File: config.mk
export PLATFORM = sky130hd
export DESIGN_NAME = serdiv_issue_unit
export DESIGN_NICKNAME = d
export VERILOG_FILES = /design/src/rtl/serdiv_issue_unit.sv
export SDC_FILE = /design/constraint.sdc
export NUM_CORES = 1
export LEC_CHECK = 0
export BUFFER_PORTS_ARGS = -buffer_cell sky130_fd_sc_hd__clkbuf_2
export CORE_ASPECT_RATIO = 0.8
export CORE_UTILIZATION = 45
export DETAILED_ROUTE_END_ITERATION = 10
export GPL_TIMING_DRIVEN = 0
export PLACE_DENSITY_LB_ADDON = 0.1
export REMOVE_ABC_BUFFERS = 1
export SKIP_LAST_GASP = 1
export SYNTH_ARGS = -nofsm -noshare
export SYNTH_HDL_FRONTEND = slang
export SYNTH_SLANG_ARGS = --single-unit
File: constraint.sdc
create_clock -name clk_i -period 4.3 [get_ports clk_i]
set_input_delay 0.215 -clock clk_i [delete_from_list [all_inputs] [get_ports clk_i]]
set_output_delay 0.215 -clock clk_i [all_outputs]
set_load 0.03 [all_outputs]
File: src/rtl/serdiv_issue_unit.sv
// Issue unit for the serial divider: queues client divide requests, issues them one at a time
// with incrementing trans IDs, and returns each result. Optional perf counters: SERDIV_ISSUE_PERF_EN.
module serdiv_issue_unit #(
  parameter int unsigned WIDTH   = 64,
  parameter int unsigned DEPTH   = 4,
  // Matches ariane_pkg::TRANS_ID_BITS in the default CVA6 configuration.
  parameter int unsigned ID_BITS = 3
) (
  input  logic               clk_i,
  input  logic               rst_ni,
  input  logic               flush_i,
  input  logic               req_vld_i,
  output logic               req_rdy_o,
  input  logic [1:0]         req_opcode_i,
  input  logic [WIDTH-1:0]   req_a_i,
  input  logic [WIDTH-1:0]   req_b_i,
  input  logic               req_a_label_i,
  input  logic               req_b_label_i,
  output logic               div_vld_o,
  input  logic               div_rdy_i,
  output logic [ID_BITS-1:0] div_id_o,
  output logic [1:0]         div_opcode_o,
  output logic [WIDTH-1:0]   div_a_o,
  output logic [WIDTH-1:0]   div_b_o,
  output logic               div_a_label_o,
  output logic               div_b_label_o,
  output logic               div_flush_o,
  input  logic               div_res_vld_i,
  output logic               div_res_rdy_o,
  input  logic [ID_BITS-1:0] div_res_id_i,
  input  logic [WIDTH-1:0]   div_res_i,
  input  logic               div_res_label_i,
  output logic               rsp_vld_o,
  input  logic               rsp_rdy_i,
  output logic [ID_BITS-1:0] rsp_id_o,
  output logic [WIDTH-1:0]   rsp_res_o,
  output logic               rsp_label_o,
  output logic               rsp_err_o
`ifdef SERDIV_ISSUE_PERF_EN
  ,
  output logic [31:0]        perf_lat_o,
  output logic [31:0]        perf_ops_o
`endif
);

  localparam int unsigned PW = (DEPTH > 1) ? $clog2(DEPTH) : 1;
  localparam int unsigned CW = PW + 1;
  localparam int unsigned EW = 2 + 2 * WIDTH + 2;
  localparam logic [CW-1:0] FULL_CNT = CW'(DEPTH);

  // Handshakes: a transfer happens on the cycle where valid and ready are both high at the
  // rising edge; the sender holds valid and payload stable until then.
  typedef enum logic [1:0] {S_IDLE, S_ISSUE, S_WAIT, S_RESP} state_e;

  state_e state_q, state_d;

  logic [EW-1:0]      mem_q [DEPTH];
  logic [PW-1:0]      wr_ptr_q, wr_ptr_d;
  logic [PW-1:0]      rd_ptr_q, rd_ptr_d;
  logic [CW-1:0]      count_q, count_d;
  logic [ID_BITS-1:0] id_cnt_q, id_cnt_d;
  logic [ID_BITS-1:0] issued_id_q, issued_id_d;
  logic [WIDTH-1:0]   res_q, res_d;
  logic               res_label_q, res_label_d;
  logic [ID_BITS-1:0] res_id_q, res_id_d;
  logic               res_err_q, res_err_d;

  logic          fifo_empty;
  logic          fifo_full;
  logic          push;
  logic          pop;
  logic          res_cap;
  logic [EW-1:0] entry_in;
  logic [EW-1:0] head;

  assign fifo_empty = (count_q == '0);
  assign fifo_full  = (count_q == FULL_CNT);
  assign req_rdy_o  = rst_ni && !fifo_full;
  assign push       = req_vld_i && req_rdy_o && !flush_i;
  assign pop        = (state_q == S_ISSUE) && div_rdy_i && !flush_i;
  assign res_cap    = (state_q == S_WAIT) && div_res_vld_i && !flush_i;
  assign entry_in   = {req_opcode_i, req_a_i, req_b_i, req_a_label_i, req_b_label_i};
  assign head       = mem_q[rd_ptr_q];

  always_ff @(posedge clk_i) begin
    if (push) begin
      mem_q[wr_ptr_q] <= entry_in;
    end
  end

  always_comb begin
    wr_ptr_d = wr_ptr_q;
    rd_ptr_d = rd_ptr_q;
    count_d  = count_q;
    if (flush_i) begin
      wr_ptr_d = '0;
      rd_ptr_d = '0;
      count_d  = '0;
    end else begin
      if (push) wr_ptr_d = wr_ptr_q + PW'(1);
      if (pop)  rd_ptr_d = rd_ptr_q + PW'(1);
      case ({push, pop})
        2'b10:   count_d = count_q + CW'(1);
        2'b01:   count_d = count_q - CW'(1);
        default: count_d = count_q;
      endcase
    end
  end

  // Next-state logic; a push landing in the same cycle as the response handshake counts as work.
  always_comb begin
    state_d = state_q;
    case (state_q)
      S_IDLE:  if (!fifo_empty) state_d = S_ISSUE;
      S_ISSUE: if (div_rdy_i) state_d = S_WAIT;
      S_WAIT:  if (div_res_vld_i) state_d = S_RESP;
      S_RESP:  if (rsp_rdy_i) state_d = (!fifo_empty || push) ? S_ISSUE : S_IDLE;
      default: state_d = S_IDLE;
    endcase
    if (flush_i) state_d = S_IDLE;
  end

  always_comb begin
    id_cnt_d    = id_cnt_q;
    issued_id_d = issued_id_q;
    res_d       = res_q;
    res_label_d = res_label_q;
    res_id_d    = res_id_q;
    res_err_d   = res_err_q;
    if (pop) begin
      issued_id_d = id_cnt_q;
      id_cnt_d    = id_cnt_q + ID_BITS'(1);
    end
    if (res_cap) begin
      res_d       = div_res_i;
      res_label_d = div_res_label_i;
      res_id_d    = div_res_id_i;
      res_err_d   = (div_res_id_i != issued_id_q);
    end
  end

  always_ff @(posedge clk_i) begin
    if (!rst_ni) begin
      state_q     <= S_IDLE;
      wr_ptr_q    <= '0;
      rd_ptr_q    <= '0;
      count_q     <= '0;
      id_cnt_q    <= '0;
      issued_id_q <= '0;
      res_q       <= '0;
      res_label_q <= 1'b0;
      res_id_q    <= '0;
      res_err_q   <= 1'b0;
    end else begin
      state_q     <= state_d;
      wr_ptr_q    <= wr_ptr_d;
      rd_ptr_q    <= rd_ptr_d;
      count_q     <= count_d;
      id_cnt_q    <= id_cnt_d;
      issued_id_q <= issued_id_d;
      res_q       <= res_d;
      res_label_q <= res_label_d;
      res_id_q    <= res_id_d;
      res_err_q   <= res_err_d;
    end
  end

  // Payload outputs are zero outside the state that validates them.
  always_comb begin
    div_flush_o   = flush_i;
    div_vld_o     = (state_q == S_ISSUE);
    div_res_rdy_o = (state_q == S_WAIT);
    rsp_vld_o     = (state_q == S_RESP);
    div_id_o      = '0;
    {div_opcode_o, div_a_o, div_b_o, div_a_label_o, div_b_label_o} = '0;
    rsp_id_o      = '0;
    rsp_res_o     = '0;
    rsp_label_o   = 1'b0;
    rsp_err_o     = 1'b0;
    if (state_q == S_ISSUE) begin
      div_id_o = id_cnt_q;
      {div_opcode_o, div_a_o, div_b_o, div_a_label_o, div_b_label_o} = head;
    end
    if (state_q == S_RESP) begin
      rsp_id_o    = res_id_q;
      rsp_res_o   = res_q;
      rsp_label_o = res_label_q;
      rsp_err_o   = res_err_q;
    end
  end

`ifdef SERDIV_ISSUE_PERF_EN
  logic [31:0] lat_run_q, lat_run_d;
  logic [31:0] perf_lat_q, perf_lat_d;
  logic [31:0] perf_ops_q, perf_ops_d;
  logic        rsp_hs;

  assign rsp_hs = (state_q == S_RESP) && rsp_rdy_i && !flush_i;

  // lat_run counts WAIT cycles; the capture cycle itself is included in the reported value.
  always_comb begin
    lat_run_d  = lat_run_q;
    perf_lat_d = perf_lat_q;
    perf_ops_d = perf_ops_q;
    if (pop) begin
      lat_run_d = '0;
    end else if (state_q == S_WAIT) begin
      lat_run_d = lat_run_q + 32'd1;
    end
    if (res_cap) perf_lat_d = lat_run_q + 32'd1;
    if (rsp_hs && (perf_ops_q != 32'hFFFF_FFFF)) perf_ops_d = perf_ops_q + 32'd1;
  end

  always_ff @(posedge clk_i) begin
    if (!rst_ni) begin
      lat_run_q  <= '0;
      perf_lat_q <= '0;
      perf_ops_q <= '0;
    end else begin
      lat_run_q  <= lat_run_d;
      perf_lat_q <= perf_lat_d;
      perf_ops_q <= perf_ops_d;
    end
  end

  assign perf_lat_o = perf_lat_q;
  assign perf_ops_o = perf_ops_q;
`endif

endmodule

Word-level counts from Yosys, hierarchy flattened
Memories as Yosys holds them, arrays and structs flattened. A register that Yosys moved wholly into a read port is not among the register bits.
Cells that the tools add are included.

word-level totals
  register bits = 84
  memory bits (writable) = 528
  input port bits = 207
  output and inout bits = 209
  logic and storage cells = 65
  memories = 1

operators by class
  $add $sub $neg = 5
  equality and inequality tests = 11
  multiplexer cells = 21
  bitwise logic cells = 1
  reduce and logical (&&, ||, !) cells = 16

memory list
  name   words  width  read ports  clocked after memory_dff  write ports  line  source
  mem_q  4      132    1           1                         1            57    logic [EW-1:0] mem_q [DEPTH];

operators by type and width
  cell                                                   number
  two-way mux 64 bit                                     3
  two-way mux 2 bit                                      7
  case mux 2 bit (4 select lines)                        1
  logical AND 1 bit                                      7
  two-way mux 1 bit                                      7
  adder 3 x 1 -> 3 bit, second input constant            2
  equality test 2 bit, second input constant             3
  two-way mux 3 bit                                      2
  case mux 3 bit (2 select lines)                        1
  adder 2 x 1 -> 2 bit, second input constant            2
  equality test 2 x 1 -> 1 bit, second input constant    2
  inequality test 2 x 1 -> 1 bit, second input constant  2
  inequality test 2 bit, second input constant           2
  AND reduction 4 bit                                    1
  equality test 3 bit, second input constant             1
  logical NOT 1 bit                                      3
  logical NOT 3 bit                                      1
  inequality test 3 bit                                  1
  subtractor 3 x 1 -> 3 bit, second input constant       1
  logical NOT 2 bit                                      1
  nonzero test 2 bit                                     1
  OR reduction 2 bit                                     1
  logical OR 1 bit                                       1
  inverter 1 bit                                         1

Depth between registers and ports, before layout
Gate-level depths: netlist of run 1.

  word-level depth = 9
  gate-level depth with buffers = 9

Least setup slack after synthesis of run 1
OpenSTA, ideal clock, no wires.

  kind = register to register
  start = register count_q[0]
  end = memory mem_q[1][0] (netlist name) (enable)
  arrival = 3.950 ns
  required time = 3.793 ns
  setup slack = -0.157 ns
  stages on the path, launching flop included = 4
  buffers on the path = 0
  clock period less this slack = 4.457 ns
  path through = dfxtp_1 > nor2_1 > a21oi_1 > and2_1

between the ends
  cells in the longest elaborated chain, start to end = 7

ends and longest elaborated chain
  element                                  line  source
  from (decl)                              60    logic [CW-1:0] count_q, count_d;
  from (signal assigned)                   158   count_q <= count_d;
  equality test 3 bit                      77    assign fifo_full = (count_q == FULL_CNT);
  logical NOT 1 bit                        78    assign req_rdy_o = rst_ni && !fifo_full;
  logical AND 1 bit                        78
  logical AND 1 bit (2 in a row)           79    assign push = req_vld_i && req_rdy_o && !flush_i;
  two-way mux 1 bit                        86    if (push) begin
  two-way mux 1 bit (implied by the code)  87    mem_q[wr_ptr_q] <= entry_in;
  to (decl)                                57

Every way passes these cells.

==> results.yml, run 1 <==
outcome:
  status: "completed"
placement:
  place_congestion: 0.750
  port_buffers: 415
  dp_hpwl_um: 31100
  dp.cells: 2358
  dpl_cell_area_um2: 26900
synthesis:
  synth_edf_count: 528
  ys_async_sr_fraction_pct: 0
  yosys_warnings: 0
  synthDistinctLibCells: 34
  syn_area_per_cell_um2: 18.2
  synthCells: 1311
  ys_seq_area_share_pct: 73.7
  syn_area_um2: 23800
  synthFlopType: "edfxtp_1"
  ys_seq_elements: 614
power:
  power_leakage_uw: 0.0109
  power.density_nw_per_um2: 385
  peakVddDrop_v: 0.000342
sta:
  grt_setup_unrepaired: "no"
  fmax_ghz: 0.320
  fin_hold_ws_ns: 0.0518
  tightestPinTransition_ns: 0.820
  final.setup_skew_ns: 0.0177
  hold_viol_final: 0
  tns_ns: 0
  setup_viol: 0
  drv_slew: 0
  post-route-min-period_ns: 3.12
  relSlewSlack_pct: 45.3
  fin_crit_sh_pct: 72.6
final_layout:
  layout_commonest_cell: "edfxtp_1"
  fin_area_um2: 30700
  finalNetCount: 2147
  seq_area_um2: 17600
  layoutNonFillerInstCount: 2668
  final_cell_mix: "528 x edfxtp_1, 414 x clkbuf_2, 206 x and2_1"
  n_fill_cell: 4103
  multi_input_area_um2: 5880
  final_layout_size_suffix_gt1_share_pct: 33.2
  syn2layout_area_growth_pct: 28.9
route:
  detail_route.wl_per_cell_um: 19.3
  wl_um: 51400
  drtIter0Drc: 712
  drt-vias-per-instance: 5.01
  vias: 13400
  drc: 0
  ant_nets: 0
  drtPass1Iterations: 5
worst_setup_path:
  cp_max_fo: 40
  critical_path_class: "flop to output pin"
  crit_arrival_ns: 2.91
  setup.worst_path.end: "div_a_o[57]"
  worstSetupEndpointType: "output pin"
  worstReg2RegStart: "state_q[1]"
  timing.rr.end: "count_q[2]"
  worst_r2r_path_depth: 8
  start_kind: "flop"
  reg2reg_slack_ns: 1.58
  required_ns: 4.09
die:
  ios: 416
  die_h_um: 208
  rows: 75
  coreArea_um2: 52400
  dieWidth_um: 259
  die_area_um2: 53900
  start_util_pct: 45.5
grt:
  grt_pass1_vias: 14500
  grt_max_degree: 79
  grt_overflow: 0
  antenna_found_initial: 6
  grt_pass1_wl_um: 80500
  gr-usage-all-layers_pct: 19.4
run:
  drv_cap: 0
cts:
  cts_tree: "built"
  cts.path.max_buffers: 3
  htree_levels: 2
  clk_latency_ns: 0.60
  cts_sinks: 614
  numCtsBuffers: 59
  path_clk_slew_ns: 0.06
  root_buffer: "clkbuf_16"
  cts_resized: 0
hold_path:
  hold_path_class: "primary input to flop"
==> area by class of cell <==
cell class / instances / area share [%]
diodes: 4 / 0.0326
clock buffers: 79 / 5.32
clock inverters: 25 / 0.529
inverters: 6 / 0.0733
multi-input cells: 613 / 19.1
flip-flops and latches: 614 / 57.2
well taps: 693 / 2.82
repair buffers: 634 / 14.8
==> registers in the layout, indices dropped and copies added (netlist names), 2 cells and up, named ones only <==
signal / cells
mem_q: 528
res_q: 64
count_q: 3
id_cnt_q: 3
issued_id_q: 3
res_id_q: 3
rd_ptr_q: 2
state_q: 2
wr_ptr_q: 2
==> routing by layer <==
| layer | wire (um) | global-route usage [%] |
|---|---|---|
| met1 | 21300 | 24.2 |
| met2 | 25500 | 32.7 |
| met3 | 3010 | 5.02 |
| met4 | 1570 | 6.57 |
| met5 | 23 | 0 |
==> where the power goes <==
part	leakage, uW	switching, uW	internal [uW]
Sequential	0.00546	10.7	6510
Combinational	0.00454	215	262
Clock	0.000883	2070	2760
==> repair_timing <==
item,4_1_cts,5_1_grt
endpoints found under the setup margin,0,0
setup buffers,0,0
hold endpoints to repair,598,0
hold buffers,201,0
==> cell families (layout without fill, tap and decap cells) <==
kind of cell / count (synthesis) / in the layout / synth area share, %
flip-flops: 614 / 614 / 73.7
AND/OR/NAND/NOR: 375 / 375 / 8.30
multiplexers: 138 / 138 / 12.7
buffers and inverters: 84 / 744 / 1.75
AO/OA/AOI/OAI: 78 / 78 / 2.46
adder cells (fa/ha/maj): 12 / 12 / 0.661
XOR/XNOR: 10 / 10 / 0.367
other: 0 / 4 / 0
==> through the flow <==
stage / power, uW / setup slack [ns] / util, %
2_1_floorplan: 6780 / -2.29 / -
3_3_place_gp: 6970 / -5.31 / 50.4
3_5_place_dp: 6970 / 0.783 / 51.3
4_1_cts: 12000 / 1.05 / 58.6
5_1_grt: 12200 / 0.945 / 58.7
6_report: 11800 / 1.18 / 58.7
==> critical path, stage by stage, from the launching register on <==
cell and delay, ns:
dfxtp_4 0.64, buf_16 0.34, buf_16 0.34, mux4_2 0.56
and2_1 0.18, clkbuf_2 0.18
==> synth_stat cells, types with 4 or more instances <==
cell type | n | area share, %
inv_1 | 6 | 0.094
a21boi_1 | 14 | 0.44
mux2i_1 | 6 | 0.25
buf_6 | 10 | 0.47
buf_2 | 18 | 0.38
nor2_1 | 9 | 0.14
mux4_2 | 132 | 12
edfxtp_1 | 528 | 67
a21boi_0 | 56 | 1.8
xnor2_1 | 6 | 0.22
xor2_1 | 4 | 0.15
nand2_1 | 140 | 2.2
ha_1 | 11 | 0.58
clkbuf_1 | 49 | 0.77
nor2b_1 | 6 | 0.16
and2_1 | 210 | 5.5
dfxtp_1 | 86 | 7.2
==> how the worst min path moves through the flow <==
stage,startpoint,to,slack (ns),cells past startpoint
2_1_floorplan,req_b_label_i,mem_q[0][0],0.31,0
3_3_place_gp,req_a_i[41],mem_q[1][107],0.43,1
3_5_place_dp,req_b_i[39],mem_q[1][41],0.44,1
5_1_grt,div_res_vld_i,state_q[0],0.08,5
6_report,div_res_vld_i,state_q[0],0.05,5
4_1_cts,div_res_vld_i,state_q[0],0.009,5
(Power assumes the default switching activity.)
==> run 2, diff against run 1 <==
==> constraint.sdc (replaced) <==
create_clock -name clk_i -period 2.8 [get_ports clk_i]
set_input_delay 0.14 -clock clk_i [delete_from_list [all_inputs] [get_ports clk_i]]
set_output_delay 0.14 -clock clk_i [all_outputs]
set_load 0.03 [all_outputs]
==> run 2 against run 1 <==
  * Die area unchanged
  * Clock skew is essentially flat
  * Power increased by 54%
  * Worst hold slack got worse by 0.011 ns
  * Sequential power increased by 53%
  * Sequential share of layout area shrank 0.46 points
  * Combinational power grew 55%
  * Flip-flop and latch count unchanged
  * Clock-buffer cell count did not move
  * Highest routed layer unchanged
==> results.yml, run 2 (synthesis results as in run 1) <==
worst_setup_path:
  reg2reg_slack_ns: 0.24
  crit_cells: 5
  critical-path-max-stage-delay_ns: 0.54
  crit_arrival_ns: 2.49
  required_ns: 2.66
  path_delay_family: "buffers and inverters"
  critPathMostFrequentCell: "buf_4"
  path_cells: "buf_4 -> buf_4 -> mux4_2 -> and2_1 -> clkbuf_2"
  critical_path_buf_inv_count: 3
  critical_path_class: "flop to output pin"
  cp_max_fo: 10
  worstReg2RegStart: "state_q[1]"
  worstSetupEndpointType: "output pin"
  start_kind: "flop"
  crit_path_top_delay_cell: "mux4_2"
  worst_r2r_path_depth: 8
outcome:
  status: "completed"
final_layout:
  reg_top3: "mem_q (528), res_q (64)"
  finalNetCount: 2169
  final_cell_mix: "528 x edfxtp_1, 414 x clkbuf_2, 219 x dlygate4sd3_1"
  largest_register_ffs: 528
  top_register: "mem_q"
  layout_commonest_cell: "edfxtp_1"
  syn2layout_area_growth_pct: 29.9
  n_fill_cell: 4064
  final_layout_size_suffix_gt1_share_pct: 33.0
  fin_area_um2: 31000
sta:
  drv_slew: 0
  fin_crit_sh_pct: 94.0
  tightestPinTransition_ns: 0.870
  relSlewSlack_pct: 42.0
  hold_viol_final: 0
  post-route-min-period_ns: 2.63
  fmax_ghz: 0.380
  final.setup_skew_ns: 0.0181
  setup_viol: 0
  grt_setup_unrepaired: "no"
  tns_ns: 0
die:
  die_area_um2: 53900
  die_h_um: 208
  start_util_pct: 45.5
  rows: 75
  ios: 416
  dieWidth_um: 259
  coreArea_um2: 52400
route:
  drc: 0
  drtIter0Drc: 775
  drt-vias-per-instance: 5.03
  detail_route.wl_per_cell_um: 19.5
  drtPass1Iterations: 6
  ant_nets: 0
  vias: 13500
  wl_um: 52400
grt:
  grt_overflow: 0
  antenna_found_initial: 7
  grt_max_degree: 79
  grt_pass1_vias: 14600
  grt_pass1_wl_um: 81100
  gr-usage-all-layers_pct: 19.6
power:
  power.density_nw_per_um2: 587
  total_power_uw: 18200
  power_leakage_uw: 0.0110
  peakVddDrop_v: 0.000526
placement:
  place_congestion: 0.750
  dpl_cell_area_um2: 26900
  port_buffers: 415
  dp_hpwl_um: 31100
hold_path:
  whs_path_depth: 5
  hold_path_class: "primary input to flop"
  holdCritStartpoint: "rsp_rdy_i"
cts:
  clk_latency_ns: 0.60
  cts_tree: "built"
  htree_levels: 2
  root_buffer: "clkbuf_16"
  path_clk_slew_ns: 0.06
  cts.path.max_buffers: 3
  numCtsBuffers: 59
  cts_sinks: 614
run:
  drv_cap: 0
-- run 2: path summary, 6_finish.rpt --
check / to
worst max-delay path: div_b_o[42]
worst min-delay path: state_q[0]
worst max register to register: count_q[2]
worst min register to register: res_q[56]
-- run 2: worst min-delay path, cell delays in order --
cell and delay [ns]:
clkbuf_2 0.08, nor2b_1 0.14, a2111oi_2 0.08, o21ai_0 0.07
a211oi_1 0.07
-- run 2: metrics by stage --
step / setup WS, ns / utilization, % / hold slack (ns) / instances
finish: 0.168 / 59.1 / 0.0403 / 2690
global route: 0.0278 / 59.1 / 0.0514 / 2689
floorplan: -3.72 / - / 0.239 / 1233
global placement: -6.74 / 50.4 / 0.356 / 2341
detailed placement: -0.642 / 51.3 / 0.362 / 2358
CTS: 0.0204 / 59.0 / 0.00417 / 2684
-- run 2: repair_timing --
action                                 in CTS  in global routing
endpoints found under the hold margin     603                  0
gates resized for setup                     1                  0
cloned                                      0                  2
hold buffers                              219                  0
buffers inserted                            3                  0
setup endpoints to repair                  82                 30
-- run 2: routing by layer --
metal / GRT usage, % / up-vias / part of all wire [%]
met3: 4.98 / 99 / 6.1
met5: 0 / - / 0.044
li1: - / 6270 / -
met2: 33.0 / 317 / 50
met1: 24.6 / 6838 / 41
met4: 6.59 / 4 / 2.9
-- run 2: area by class of cell --
cell class,count,area (um^2),area share [%]
Tap cell,693,867,2.80
Multi-Input combinational cell,613,5880,19.0
Timing Repair Buffer,656,4810,15.5
Antenna cell,4,10.0,0.0323
Sequential cell,614,17600,56.8
Clock buffer,79,1630,5.28
Inverter,6,22.5,0.0727
Clock inverter,25,163,0.525
-- run 2: report_power, final --
group | switching (uW) | total, uW | internal (uW)
logic | 333 | 736 | 403
registers | 15.8 | 10000 | 9990
clock network | 3190 | 7420 | 4230
